[src/rtl/serial_addsub_if.sv]
// Handshake/operand bundle for serial_addsub; the ovf wire exists only with SERIAL_ADDSUB_OVF_EN.
// The requester uses the master modport and the adder uses the slave modport.
interface serial_addsub_if #(
    parameter int WIDTH = 4
);
    logic             start;
    logic             k;
    logic [WIDTH-1:0] x;
    logic [WIDTH-1:0] y;
    logic             busy;
    logic             done;
    logic [WIDTH-1:0] s;
    logic             cout;
`ifdef SERIAL_ADDSUB_OVF_EN
    logic             ovf;

    modport master (output start, k, x, y, input busy, done, s, cout, ovf);
    modport slave  (input start, k, x, y, output busy, done, s, cout, ovf);
`else
    modport master (output start, k, x, y, input busy, done, s, cout);
    modport slave  (input start, k, x, y, output busy, done, s, cout);
`endif
endinterface

[src/rtl/serial_addsub.sv]
// Bit-serial LSB-first add/sub through one full-adder cell; SERIAL_ADDSUB_OVF_EN adds a signed-overflow flag.
// Latency: WIDTH+1 cycles from the accepted start to the one-cycle done pulse.
// Backpressure: none; start is sampled only in IDLE and ignored while busy or in DONE (no queuing).
module serial_addsub #(
    parameter int WIDTH = 4,
    parameter int CNT_W = 3
) (
    input  logic           clk,
    input  logic           rst_n,
    serial_addsub_if.slave bus
);
    typedef enum logic [1:0] {
        ST_IDLE,
        ST_SHIFT,
        ST_DONE
    } state_t;

    state_t           r_state;
    state_t           w_state_nxt;
    logic [WIDTH-1:0] r_a;
    logic [WIDTH-1:0] r_b;
    logic [WIDTH-1:0] r_acc;
    logic [WIDTH-1:0] r_s;
    logic [CNT_W-1:0] r_cnt;
    logic             r_c;
    logic             r_cout;
    logic             w_sum;
    logic             w_carry;
    logic             w_last;

    assign w_sum   = r_a[0] ^ r_b[0] ^ r_c;
    assign w_carry = (r_a[0] & r_b[0]) | (r_a[0] & r_c) | (r_b[0] & r_c);
    assign w_last  = (r_cnt == CNT_W'(WIDTH - 1));

    always_ff @(posedge clk or negedge rst_n) begin
        if (!rst_n) begin
            r_state <= ST_IDLE;
        end else begin
            r_state <= w_state_nxt;
        end
    end

    always_comb begin
        w_state_nxt = r_state;
        unique case (r_state)
            ST_IDLE:  if (bus.start) w_state_nxt = ST_SHIFT;
            ST_SHIFT: if (w_last)    w_state_nxt = ST_DONE;
            ST_DONE:                 w_state_nxt = ST_IDLE;
            default:                 w_state_nxt = ST_IDLE;
        endcase
    end

`ifdef SERIAL_ADDSUB_OVF_EN
    logic r_ovf;

    // On the last shift r_c is the carry into the MSB and w_carry the carry out of it.
    always_ff @(posedge clk or negedge rst_n) begin
        if (!rst_n) begin
            r_ovf <= 1'b0;
        end else if (r_state == ST_SHIFT && w_last) begin
            r_ovf <= r_c ^ w_carry;
        end
    end

    assign bus.ovf = r_ovf;
`endif

    // Subtract is x + ~y + 1: invert y on load and seed the carry with k.
    always_ff @(posedge clk or negedge rst_n) begin
        if (!rst_n) begin
            r_a    <= '0;
            r_b    <= '0;
            r_acc  <= '0;
            r_s    <= '0;
            r_cnt  <= '0;
            r_c    <= 1'b0;
            r_cout <= 1'b0;
        end else begin
            case (r_state)
                ST_IDLE: begin
                    if (bus.start) begin
                        r_a   <= bus.x;
                        r_b   <= bus.k ? ~bus.y : bus.y;
                        r_c   <= bus.k;
                        r_cnt <= '0;
                    end
                end
                ST_SHIFT: begin
                    r_a   <= r_a >> 1;
                    r_b   <= r_b >> 1;
                    r_c   <= w_carry;
                    r_acc <= {w_sum, r_acc[WIDTH-1:1]};
                    r_cnt <= r_cnt + CNT_W'(1);
                    if (w_last) begin
                        r_s    <= {w_sum, r_acc[WIDTH-1:1]};
                        r_cout <= w_carry;
                    end
                end
                default: ;
            endcase
        end
    end

    assign bus.busy = (r_state == ST_SHIFT);
    assign bus.done = (r_state == ST_DONE);
    assign bus.s    = r_s;
    assign bus.cout = r_cout;
endmodule

[src/flat_wrapper.sv]
// flat-port wrapper written by rule: the top's interface ports become plain ports
module serial_addsub_flat 
#(
    parameter int WIDTH = 4,
    parameter int CNT_W = 3
)
  (clk, rst_n, bus_start, bus_k, bus_x, bus_y, bus_busy, bus_done, bus_s, bus_cout);
  serial_addsub_if #(.WIDTH(WIDTH)) bus_i ();
  input  logic clk;
  input  logic rst_n;
  input wire logic [$bits(bus_i.start)-1:0] bus_start;
  input wire logic [$bits(bus_i.k)-1:0] bus_k;
  input wire logic [$bits(bus_i.x)-1:0] bus_x;
  input wire logic [$bits(bus_i.y)-1:0] bus_y;
  output wire logic [$bits(bus_i.busy)-1:0] bus_busy;
  output wire logic [$bits(bus_i.done)-1:0] bus_done;
  output wire logic [$bits(bus_i.s)-1:0] bus_s;
  output wire logic [$bits(bus_i.cout)-1:0] bus_cout;
  assign bus_i.start = bus_start;
  assign bus_i.k = bus_k;
  assign bus_i.x = bus_x;
  assign bus_i.y = bus_y;
  assign bus_busy = bus_i.busy;
  assign bus_done = bus_i.done;
  assign bus_s = bus_i.s;
  assign bus_cout = bus_i.cout;
  serial_addsub #(.WIDTH(WIDTH), .CNT_W(CNT_W)) u_core (.clk(clk), .rst_n(rst_n), .bus(bus_i));
endmodule
[config.mk]
export PLATFORM = sky130hd
export DESIGN_NAME = serial_addsub_flat
export DESIGN_NICKNAME = d
export VERILOG_FILES = /design/src/rtl/serial_addsub_if.sv /design/src/rtl/serial_addsub.sv /design/src/flat_wrapper.sv
export SDC_FILE = /design/constraint.sdc
export NUM_CORES = 1
export LEC_CHECK = 0
export BUFFER_PORTS_ARGS = -buffer_cell sky130_fd_sc_hd__clkbuf_2
export CORE_ASPECT_RATIO = 0.75
export CORE_UTILIZATION = 48
export CTS_CLUSTER_DIAMETER = 80
export CTS_CLUSTER_SIZE = 30
export DETAILED_ROUTE_END_ITERATION = 8
export GPL_TIMING_DRIVEN = 0
export PLACE_DENSITY_LB_ADDON = 0.08
export SKIP_CTS_REPAIR_TIMING = 1
export SLEW_MARGIN = 5
export SYNTH_ARGS = -nofsm -noshare
export SYNTH_HDL_FRONTEND = slang
export SYNTH_SLANG_ARGS = --single-unit
[constraint.sdc]
create_clock -name clk -period 2.4 [get_ports clk]
set_clock_uncertainty 0.05 [all_clocks]
set_input_delay 0.72 -clock clk [delete_from_list [all_inputs] [get_ports clk]]
set_output_delay 0.72 -clock clk [all_outputs]
set_load 0.01 [all_outputs]
# [Yosys cells after proc, flatten, opt, wreduce, memory -nomap -nowiden]
# Cells that the tools add are included.
[word_totals] latch_bits=0 in_bits=12 rom_bits=0 word_cells=39 reg_bits=23 ram_bits=0 mem_count=0 out_inout_bits=7
[classes] n_div=0 magnitude_cmp=0 bitwise=8 muxes=12 addsub=1 multipliers=0 n_shift=0 n_eq_ne=5 reduce_logical=5
[ops] cell="$pmux 4 s2" n=2
[ops] cell="$mux 4" n=3
[ops] cell="$pmux 3 s2" n=1
[ops] cell="$reduce_and 2->1" n=3
[ops] cell="$mux 2" n=2
[ops] cell="$not 4->4" n=1
[ops] cell="$pmux 2 s2" n=1
[ops] cell="$add 3x1->3 const B" n=1
[ops] cell="$and 1x1->1" n=3
[ops] cell="$eq 3x2->1 const B" n=1
[ops] cell="$mux 3" n=1
[ops] cell="$eq 2x1->1 const B" n=1
[ops] cell="$eq 2x2->1 const B" n=1
[ops] cell="$logic_not 2->1" n=1
[ops] cell="$ne 2x1->1 const B" n=1
[ops] cell="$ne 2x2->1 const B" n=1
[ops] cell="$or 1x1->1" n=2
[ops] cell="$pmux 1 s2" n=1
[ops] cell="$reduce_bool 2->1" n=1
[ops] cell="$xor 1x1->1" n=2
[ops] cell="$mux 1" n=1

# [Longest topological paths before layout]
# Gate-level depths: netlist (run 1).
[logic_depth] depth_word=4 depth_mapped=5 mapped_depth_nobuf=5

# [Least setup slack after synthesis (run 1)]
# OpenSTA, ideal clock, no wires.
[synth_timing] path_type="register to output" startpoint="register u_core.r_state[0]" endpoint="output bus_done" t_required_ns=1.630 t_arrival_ns=0.765 path_slack_ns=0.865 n_path_buf=1 stages_incl_launch_ff=3 path_cell_list="dfrtp_1 -> buf_4 -> nor2_1"
[synth_between] elab_chain_cells=1
[synth_rtl] element="start: declaration" line="serial_addsub.sv:18" text="state_t r_state;"
[synth_rtl] element="start signal: assignment" line="serial_addsub.sv:39" text="r_state <= w_state_nxt;"
[synth_rtl] element="$eq 2x2->1" line="serial_addsub.sv:105" text="assign bus.done = (r_state == ST_DONE);"
[synth_rtl] element="end: declaration" line="flat_wrapper.sv:16" text="output wire logic [$bits(bus_i.done)-1:0] bus_done;"
# Every way passes these cells.

# [Worst setup path in the final report (run 1)]
[layout_timing] startpoint="register u_core.r_state[1]" endpoint="output bus_busy"
[layout_between] elab_chain_cells=1
[layout_rtl] element="$eq 2x1->1" line="serial_addsub.sv:104" text="assign bus.busy = (r_state == ST_SHIFT);"
[layout_rtl] element="end: declaration" line="flat_wrapper.sv:15" text="output wire logic [$bits(bus_i.busy)-1:0] bus_busy;"
# Every way passes these cells.

==> results.md, run 1 <==
* Status: finished clean
* # nets final at 120
* Unrepaired setup endpoints after global routing: no
* Layout cells sized above 1 at 34.6%
* Flop-to-flop setup slack at 0.95 ns
* Top-area cell type share of the netlist area at a little over half
* Worst rel slew slack at 63.9%
* Critical path cell sequence: inv_2, nand2_4, inv_4, clkbuf_2
* Vias per cell at about 5.2
* Die outline height at 41.6 µm
* Die area at 2280 µm²
* Mapped cell area at 1000 µm²
* Number of buffers added on ports at 17
* Worst-margin pin slew at approximately 0.54 ns
* I/O pin count at 19
* Leading cell type in the layout, fill and taps excluded: dfrtp_1
* Setup TNS at 0 ns
* Synth Register Bits at 22
* # rows at 13
* Hpwl dp at 1260 µm
* Initial antenna violation count at 0
* Initial Util at 54.6%
* Pins Over Slew Limit at 0
* Syn Inst Count at 83
* First-pass GRT wire length at 3010 µm
* Die Wd at 54.8 µm
* Tot GR Track Use at between 10% and 20%
* Setup crit start kind: register
* Vias in the first global route at 688
* Area Overhead vs Synth at 16.5%
* Yosys top cell by area: dfrtp_1
* Number of max-cap violations at 0
* Commonest non-fill, non-tap cells in the layout: dfrtp_1, clkbuf_2, nand2_1
* Syn avg cell area at 12.1 µm²
* Filler cells at 149
* Skew-Pair Late Insertion Delay at 0.31 ns
* Core area at 1840 µm²
* Routed wire length at 1760 µm
* CP max stage cell: dfrtp_1
* CTS tree: built
* Worst EP arrival at 1.28 ns
* Deepest clock path buffer count at 2
* Final setup viols at 0
* Cts bufs inserted at 3
* Drt pass-1 iters at 4
* Slowest stage delay, CP at 0.49 ns
* Synth Net Count at 98
* XOR/XNOR share of the synthesized area at 3.49%
* CP max FO at 8
* Peak supply drop at 0.000805 V
* Hold crit path type: input pin to asynchronous set/reset pin
* GPL Wtd Cong at about 0.73
* Largest net degree at the start of global routing at 23
* WL per Instance at 13.9 µm
* Synth area leaders: dfrtp_1, mux2_4, mux2_2
* Mux share of post-synthesis cell area at 10.5%
* Initial DRC count at 6
* Tmin final at 2.05 ns
* P per Cell Area at 1260 nW/µm²
* YS warnings at 0
* Compound-Gate Fraction of Synth Area at 12.3%
* Synth cell types at 25
* Crit. End Element: output port
* Largest family of logic cells by synthesized area: compound AO/OA/AOI/OAI gates
* PnR worst setup slack at roughly 0.35 ns
* Grt total ovfl at 0
* Vias at ~660
* CTS sink cnt at 22
* Leakage Power at 0.604 nW
* Antenna diodes at 0
* Pre-CTS setup slack at about 0.7 ns
* Sequential fraction of the synthesis area at 54.9%
* Fin. Hold Viols at 0
* Final Total Pwr at approximately 1.5 mW
* Post-Synth Simple-Gate Area at 10.5%
* CP Class: register to output port
* CTS H-tree lvls at 1
* Clk pin slew, worst setup/hold paths at 0.12 ns
* Drc violations at 0
* ANT nets after route at 0
* Root buf cell: clkbuf_4
* Area share of fa/ha/maj cells after synthesis at 4.49%
* F_max at 488 MHz
* Worst EP required at 1.63 ns
* Final Cycle Share at 85.4%
## cell usage after synthesis
library cell,count
dfrtp_1,22
nand2_1,11
o21ai_0,7
mux2_2,4
mux2_4,4
xor2_1,4
a21oi_1,3
inv_1,3
a22o_1,2
a22oi_1,2
a32oi_1,2
and3b_1,2
buf_2,2
ha_1,2
nand2_4,2
nor2b_1,2
a222oi_1,1
a31oi_1,1
buf_4,1
fa_1,1
inv_2,1
inv_4,1
nor2_1,1
nor3b_1,1
o21bai_1,1
## critical path: cells and delay by family, from the launching register on
kind | cells | cell delay [ns]
DFF | 1 | 0.49
buffers and inverters | 3 | 0.40
and+or+nand+nor | 1 | 0.07
## kinds of logic (layout without fill, tap and decap cells)
group | after synthesis | in the layout
adder cells (fa/ha/maj) | 3 | 3
AO/OA/AOI/OAI | 19 | 19
buffers and inverters | 8 | 29
XOR/XNOR | 4 | 4
AND/OR/NAND/NOR | 19 | 19
flip-flops | 22 | 22
multiplexers | 8 | 8
## layer usage
layer	vias to the layer above	wire length (µm)	share of wire [%]	track usage [%]
met3	2	76	4.3	7.69
li1	330	-	-	-
met4	0	14	0.80	4.62
met2	13	754	43	27.7
met5	-	0	0	0
met1	314	909	52	25.1
## through the flow
stage,util [%],area (µm²),cells,hold WS (ns)
2_1_floorplan,-,1000,83,0.374
4_1_cts,63.6,1170,126,0.326
3_3_place_gp,60.7,1120,122,0.415
3_5_place_dp,60.7,1120,122,0.422
6_report,63.6,1170,126,0.316
5_1_grt,63.6,1170,126,0.352
## sequential cells by signal, indices dropped and copies added, names as in the netlist
name,flops
u_core.bus.s,4
u_core.r_a,4
u_core.r_b,4
u_core.r_acc,3
u_core.r_cnt,3
u_core.r_state,2
u_core.bus.cout,1
u_core.r_c,1
## layout make-up
| class | count | area, µm² | share of cell area [%] |
|---|---|---|---|
| Inverter | 5 | 21.3 | 1.82 |
| Sequential cell | 22 | 551 | 47.1 |
| Timing Repair Buffer | 17 | 85.1 | 7.28 |
| Multi-Input combinational cell | 53 | 414 | 35.4 |
| Tap cell | 22 | 27.5 | 2.36 |
| Buffer | 3 | 17.5 | 1.50 |
| Clock buffer | 3 | 22.5 | 1.93 |
| Clock inverter | 1 | 30.0 | 2.57 |
## power by group
group	internal [mW]	total (mW)	leakage (nW)	switching [mW]
clock	0.169	0.278	0.0279	0.109
combinational	0.283	0.560	0.295	0.277
sequential	0.525	0.637	0.282	0.112
## path summary, 6_finish.rpt
path                                   endpoint         startpoint  cells after the start
worst max register to register  u_core.bus.s[0]    u_core.r_cnt[0]                      4
worst min register to register  u_core.r_cnt[2]    u_core.r_cnt[2]                      2
worst max-delay path                   bus_busy  u_core.r_state[1]                      4
min in group clk                u_core.r_cnt[2]    u_core.r_cnt[2]                      2
max in group asynchronous       u_core.r_cnt[2]              rst_n                      1
worst min-delay path              u_core.r_a[3]              rst_n                      1
Note: power is estimated with default switching activity, not from simulation.
==> run 2, diff against run 1 <==
--- a/config.mk
+++ b/config.mk
@@ -12,7 +12,7 @@
 export CTS_CLUSTER_SIZE = 30
 export DETAILED_ROUTE_END_ITERATION = 8
 export GPL_TIMING_DRIVEN = 0
-export PLACE_DENSITY_LB_ADDON = 0.08
+export PLACE_DENSITY = 0.71
 export SKIP_CTS_REPAIR_TIMING = 1
 export SLEW_MARGIN = 5
 export SYNTH_ARGS = -nofsm -noshare
==> results.md, run 2 (synthesis results as in run 1) <==
* Leading cell type in the layout, fill and taps excluded: dfrtp_1 (unchanged)
* Die Wd at 54.8 µm (unchanged)
* Final instance area at 1140 µm² (was 1170 µm²)
* Status: finished clean (unchanged)
* Pins Over Slew Limit at 0 (unchanged)
* Root buf cell: clkbuf_4 (unchanged)
* Commonest non-fill, non-tap cells in the layout: dfrtp_1, clkbuf_2, nand2_1 (unchanged)
* CTS H-tree lvls at 1 (unchanged)
* CTS tree: built (unchanged)
* Worst EP arrival at 1.24 ns (was 1.28 ns)
* Layout cells sized above 1 at 34.0% (was 34.6%)
* Setup TNS at 0 ns (unchanged)
* CTS sink cnt at 22 (unchanged)
* F_max at 498 MHz (was 488 MHz)
* Initial Util at 54.6% (unchanged)
* Fin. Hold Viols at 0 (unchanged)
* Initial DRC count at 14 (was 6)
* Final Cycle Share at 83.7% (was 85.4%)
* Number of buffers added on ports at 17 (unchanged)
* Tmin final at 2.01 ns (was 2.05 ns)
* Filler cells at 150 (was 149)
* Initial antenna violation count at 0 (unchanged)
* Setup crit start kind: register (unchanged)
* Hpwl dp at 1260 µm (about the same)
* Core area at 1840 µm² (unchanged)
* Die area at 2280 µm² (unchanged)
* Crit. End Element: output port (unchanged)
* Clk pin slew, worst setup/hold paths at 0.11 ns (was 0.12 ns)
* Skew-Pair Late Insertion Delay at 0.30 ns (was 0.31 ns)
* CP max FO at 8 (unchanged)
* # rows at 13 (unchanged)
* DP Area at 1120 µm² (unchanged)
* # nets final at 120 (unchanged)
* First-pass GRT wire length at 2920 µm (was 3010 µm)
* P per Cell Area at 1190 nW/µm² (was 1260 nW/µm²)
* Drc violations at 0 (unchanged)
* Vias per cell at 5.54 (was 5.23)
* Largest net degree at the start of global routing at 23 (unchanged)
* Antenna diodes at 0 (unchanged)
* CP Class: register to output port (unchanged)
* Number of max-cap violations at 0 (unchanged)
* Vias at 692 (was 659)
* Hold crit path type: input pin to asynchronous set/reset pin (unchanged)
* Worst EP required at 1.63 ns (about the same)
* Final setup viols at 0 (unchanged)
* Grt total ovfl at 0 (unchanged)
* Drt pass-1 iters at 5 (was 4)
* Die outline height at 41.6 µm (unchanged)
* Deepest clock path buffer count at 2 (unchanged)
* Peak supply drop at 0.000626 V (was 0.000805 V)
* WL per Instance at 13.2 µm (was 13.9 µm)
* Area Overhead vs Synth at 13.5% (was 16.5%)
* Routed wire length at 1660 µm (was 1760 µm)
* GPL Wtd Cong at 0.811 (was 0.732)
* Vias in the first global route at 669 (was 688)
* Tot GR Track Use at 18.7% (about the same)
* Worst rel slew slack at 64.8% (was 63.9%)
* Cts bufs inserted at 3 (unchanged)
* R2R Path Start: u_core.r_cnt[0] (unchanged)
* Worst-margin pin slew at 0.528 ns (was 0.542 ns)
* I/O pin count at 19 (unchanged)
* Critical Path Start: u_core.r_state[1] (unchanged)
* Final Total Pwr at 1.35 mW (was 1.48 mW)
* Leakage Power at 0.590 nW (was 0.604 nW)
* ANT nets after route at 0 (unchanged)
* Unrepaired setup endpoints after global routing: no (unchanged)
==> run 2: changes by cell type in the layout (fill, tap and decap cells not counted) <==
cell / change
bufinv_16: -1
==> run 2: area by class of cell <==
cell class / instances / area [µm²] / area share [%]
Buffer: 3 / 17.5 / 1.54
Clock buffer: 3 / 22.5 / 1.98
Inverter: 5 / 21.3 / 1.87
Multi-Input combinational cell: 53 / 414 / 36.4
Sequential cell: 22 / 551 / 48.4
Tap cell: 22 / 27.5 / 2.42
Timing Repair Buffer: 17 / 85.1 / 7.47
==> run 2: worst paths after layout <==
| kind | endpoint | slack [ns] | cells past startpoint |
|---|---|---|---|
| min in group clk | u_core.r_b[2] | 0.45 | 2 |
| min | u_core.r_a[1] | 0.32 | 1 |
| max | bus_busy | 0.39 | 4 |
| max reg2reg | u_core.bus.s[0] | 0.94 | 4 |
| min reg2reg | u_core.r_b[2] | 0.45 | 2 |
| max in group asynchronous | u_core.r_cnt[1] | 1.62 | 1 |
==> run 2: layer usage <==
metal	part of all wire [%]	vias to the layer above	routed length, µm	GRT usage, %
li1	-	332	-	-
met1	49	342	809	24.1
met2	46	16	756	28.0
met3	4.6	2	76	7.69
met4	0.79	0	13	6.15
met5	0	-	0	0
==> run 2: through the flow <==
step	setup slack, ns	utilization, %	hold WS (ns)	instances
finish	0.392	61.9	0.324	125
global route	0.302	61.9	0.351	125
CTS	0.367	61.9	0.332	125
detailed placement	0.712	60.7	0.420	122
global placement	0.719	60.7	0.415	122
floorplan	0.865	-	0.374	83
==> run 2: report_power, final <==
part | switching, mW | internal (mW) | leakage [nW]
Clock | 0.0992 | 0.0585 | 0.0138
Sequential | 0.106 | 0.526 | 0.282
Combinational | 0.281 | 0.284 | 0.295
Total | 0.486 | 0.868 | 0.590
==> run 2: worst max-delay path, stage by stage (launching register included) <==
cell      delay (ns)
dfrtp_1         0.47
inv_2           0.14
nand2_4         0.08
inv_4           0.11
clkbuf_2        0.14
==> run 3, diff against run 2 <==
--- a/config.mk
+++ b/config.mk
@@ -5,6 +5,7 @@
 export SDC_FILE = /design/constraint.sdc
 export NUM_CORES = 1
 export LEC_CHECK = 0
+export ABC_AREA = 1
 export BUFFER_PORTS_ARGS = -buffer_cell sky130_fd_sc_hd__clkbuf_2
 export CORE_ASPECT_RATIO = 0.75
 export CORE_UTILIZATION = 48
==> constraint.sdc (replaced) <==
create_clock -name clk -period 2.1 [get_ports clk]
set_clock_uncertainty 0.05 [all_clocks]
set_input_delay 0.63 -clock clk [delete_from_list [all_inputs] [get_ports clk]]
set_output_delay 0.63 -clock clk [all_outputs]
set_load 0.01 [all_outputs]
==> results.md, run 3 <==
* Status: finished clean (unchanged)
* Largest net degree at the start of global routing at 23 (unchanged)
* Initial antenna violation count at 0 (unchanged)
* Asr flop ratio synth at 100% (unchanged)
* Drc violations at 0 (unchanged)
* Tot GR Track Use at 19.7% (was 18.7%)
* Vias per cell at 4.99 (was 5.54)
* Commonest non-fill, non-tap cells in the layout: nand2_1, nand3_1, dfrtp_1 (was dfrtp_1, clkbuf_2, nand2_1)
* Most frequent cell after synthesis: nand2_1 (was dfrtp_1)
* CTS H-tree lvls at 1 (unchanged)
* Top FF cell, synth: dfrtp_1 (unchanged)
* Final Cycle Share at 92.0%
* Initial DRC count at 16 (was 14)
* Yosys top cell by area: dfrtp_1 (unchanged)
* Final Total Pwr at 1.53 mW (was 1.35 mW)
* Die outline height at 41.9 µm (was 41.6 µm)
* Switching Fraction at 41.0% (was 35.9%)
* Drt pass-1 iters at 4 (was 5)
* GPL Wtd Cong at 0.719 (was 0.811)
* Syn Inst Count at 117 (was 83)
* Initial Util at 51.1% (was 54.6%)
* I/O pin count at 19 (unchanged)
* Tmin final at 1.93 ns
* Top-area cell type share of the netlist area at 53.9% (was 54.9%)
* FF-to-FF End: u_core.bus.s[0] (unchanged)
* Worst EP arrival at 1.25 ns (was 1.24 ns)
* Peak supply drop at 0.000886 V (was 0.000626 V)
* Deepest clock path buffer count at 2 (unchanged)
* Core area at 2000 µm² (was 1840 µm²)
* Mapped cell area at 1020 µm² (was 1000 µm²)
* Antenna diodes at 0 (unchanged)
* Die Wd at 55.3 µm (was 54.8 µm)
* CTS tree: built (unchanged)
* Cts bufs inserted at 3 (unchanged)
* Pre-CTS setup slack at 0.520 ns (was 0.712 ns)
* Pins Over Slew Limit at 0 (unchanged)
* Worst EP required at 1.42 ns (was 1.63 ns)
* Layout cells sized above 1 at 21.7% (was 34.0%)
* Number of buffers added on ports at 18 (was 17)
* Combinational power share at 41.5% (was 41.7%)
* Die area at 2320 µm² (was 2280 µm²)
* P per Cell Area at 1320 nW/µm² (was 1190 nW/µm²)
* Leading cell type in the layout, fill and taps excluded: nand2_1 (was dfrtp_1)
* Crit path to: bus_busy (unchanged)
* Sequential fraction of the synthesis area at 53.9% (was 54.9%)
* Post-synth EDFFs at 0 (unchanged)
* PnR worst setup slack at 0.169 ns (was 0.392 ns)
* Crit. End Element: output port (unchanged)
* Setup crit start kind: register (unchanged)
* ANT nets after route at 0 (unchanged)
* Clk pin slew, worst setup/hold paths at 0.11 ns (about the same)
* Area Overhead vs Synth at 14.0% (was 13.5%)
* First-pass GRT wire length at 3530 µm (was 2920 µm)
* Setup TNS at 0 ns (unchanged)
* Grt total ovfl at 0 (unchanged)
* Synth Net Count at 132 (was 98)
* YS warnings at 0 (unchanged)
* Filler cells at 200 (was 150)
* Flop pwr share at 46.4% (was 46.6%)
* Hold crit path type: input pin to asynchronous set/reset pin (unchanged)
* NetSw at 629 µW (was 486 µW)
* Critical Path Start: u_core.r_state[0] (was u_core.r_state[1])
* P_int at 905 µW (was 868 µW)
* Worst-margin pin slew at 0.536 ns (was 0.528 ns)
* Reg2Reg Depth at 6 (was 4)
* DP Area at 1140 µm² (was 1120 µm²)
* CP max FO at 10 (was 8)
* Number of max-cap violations at 0 (unchanged)
* Skew-Pair Late Insertion Delay at 0.30 ns (about the same)
* Root buf cell: clkbuf_4 (unchanged)
* Synth Register Bits at 22 (unchanged)
* Final setup viols at 0 (unchanged)
* Syn avg cell area at 8.73 µm² (was 12.1 µm²)
* Commonest cells in the netlist: nand2_1, nand3_1, dfrtp_1 (was dfrtp_1, nand2_1, o21ai_0)
* CTS sink cnt at 22 (unchanged)
* Vias in the first global route at 814 (was 669)
* F_max at 518 MHz
* Leakage Power at 0.643 nW (was 0.590 nW)
* Clock group share of total power at 12.2% (was 11.7%)
* Fin. Hold Viols at 0 (unchanged)
* Synth cell types at 18 (was 25)
* CP Class: register to output port (unchanged)
* Final instance area at 1160 µm² (was 1140 µm²)
* # rows at 14 (was 13)
* # nets final at 155 (was 120)
* Flop-to-flop setup slack at 0.79 ns (was 0.94 ns)
* Routed wire length at 1930 µm (was 1660 µm)
* Hpwl dp at 1450 µm (was 1260 µm)
* WL per Instance at 11.9 µm (was 13.2 µm)
* Unrepaired setup endpoints after global routing: no (unchanged)
* R2R Path Start: u_core.r_cnt[0] (unchanged)
* Vias at 809 (was 692)
* Synth area leaders: dfrtp_1, nand2_1, nand3_1 (was dfrtp_1, mux2_4, mux2_2)
* Worst rel slew slack at 64.3% (was 64.8%)
==> run 3: routing by layer <==
layer | wire, µm | track usage (%) | up-vias
met5 | 0 | 0 | -
met4 | 13 | 3.00 | 0
met3 | 77 | 6.54 | 2
met2 | 841 | 31.8 | 12
met1 | 996 | 26.7 | 379
li1 | - | - | 416
==> run 3: power by group through the flow <==
| stage | Combinational [mW] | Clock, mW | Sequential [mW] |
|---|---|---|---|
| floorplan | 0.431 | 0 | 0.718 |
| global placement | 0.623 | 0 | 0.714 |
| detailed placement | 0.645 | 0 | 0.718 |
| CTS | 0.646 | 0.192 | 0.711 |
| global route | 0.727 | 0.209 | 0.732 |
| finish | 0.636 | 0.187 | 0.711 |
==> run 3: worst min-delay path by stage <==
stage | from | endpoint | cells after the start
after floorplan | rst_n | u_core.bus.cout | 0
after global placement | u_core.r_acc[1] | u_core.bus.s[0] | 2
after detailed placement | u_core.r_acc[1] | u_core.bus.s[0] | 2
after CTS | rst_n | u_core.bus.s[3] | 1
after global routing | rst_n | u_core.bus.s[3] | 1
final | rst_n | u_core.bus.s[3] | 1
==> run 3: cell type report <==
class | count | area [µm²] | share of cell area, %
clock buffer | 3 | 22.5 | 1.94
sequential | 22 | 551 | 47.3
multi-input combinational | 80 | 400 | 34.4
inverter | 12 | 50.0 | 4.30
buffer | 3 | 20.0 | 1.72
timing repair buffer | 18 | 90.1 | 7.74
tap | 24 | 30.0 | 2.58
==> run 3: logic make-up (layout without fill, tap and decap cells) <==
| group | count (synthesis) | in the layout | synth area share [%] |
|---|---|---|---|
| AO/OA/AOI/OAI | 9 | 9 | 4.78 |
| XOR/XNOR | 1 | 1 | 0.858 |
| adder cells (fa/ha/maj) | 3 | 3 | 4.41 |
| buffers and inverters | 15 | 36 | 6.86 |
| flip-flops | 22 | 22 | 53.9 |
| AND/OR/NAND/NOR | 67 | 67 | 29.2 |
==> run 3: metrics by stage <==
stage	cells	util [%]	hold slack, ns
floorplan	117	-	0.284
global placement	159	57.1	0.405
detailed placement	159	57.1	0.413
CTS	162	58.3	0.256
global route	162	58.3	0.261
finish	162	58.3	0.234
==> run 3: critical path, cell delays in order, from the launching register on <==
cell and delay, ns:
dfrtp_1 0.45, inv_2 0.06, nor2_4 0.24, clkbuf_2 0.19
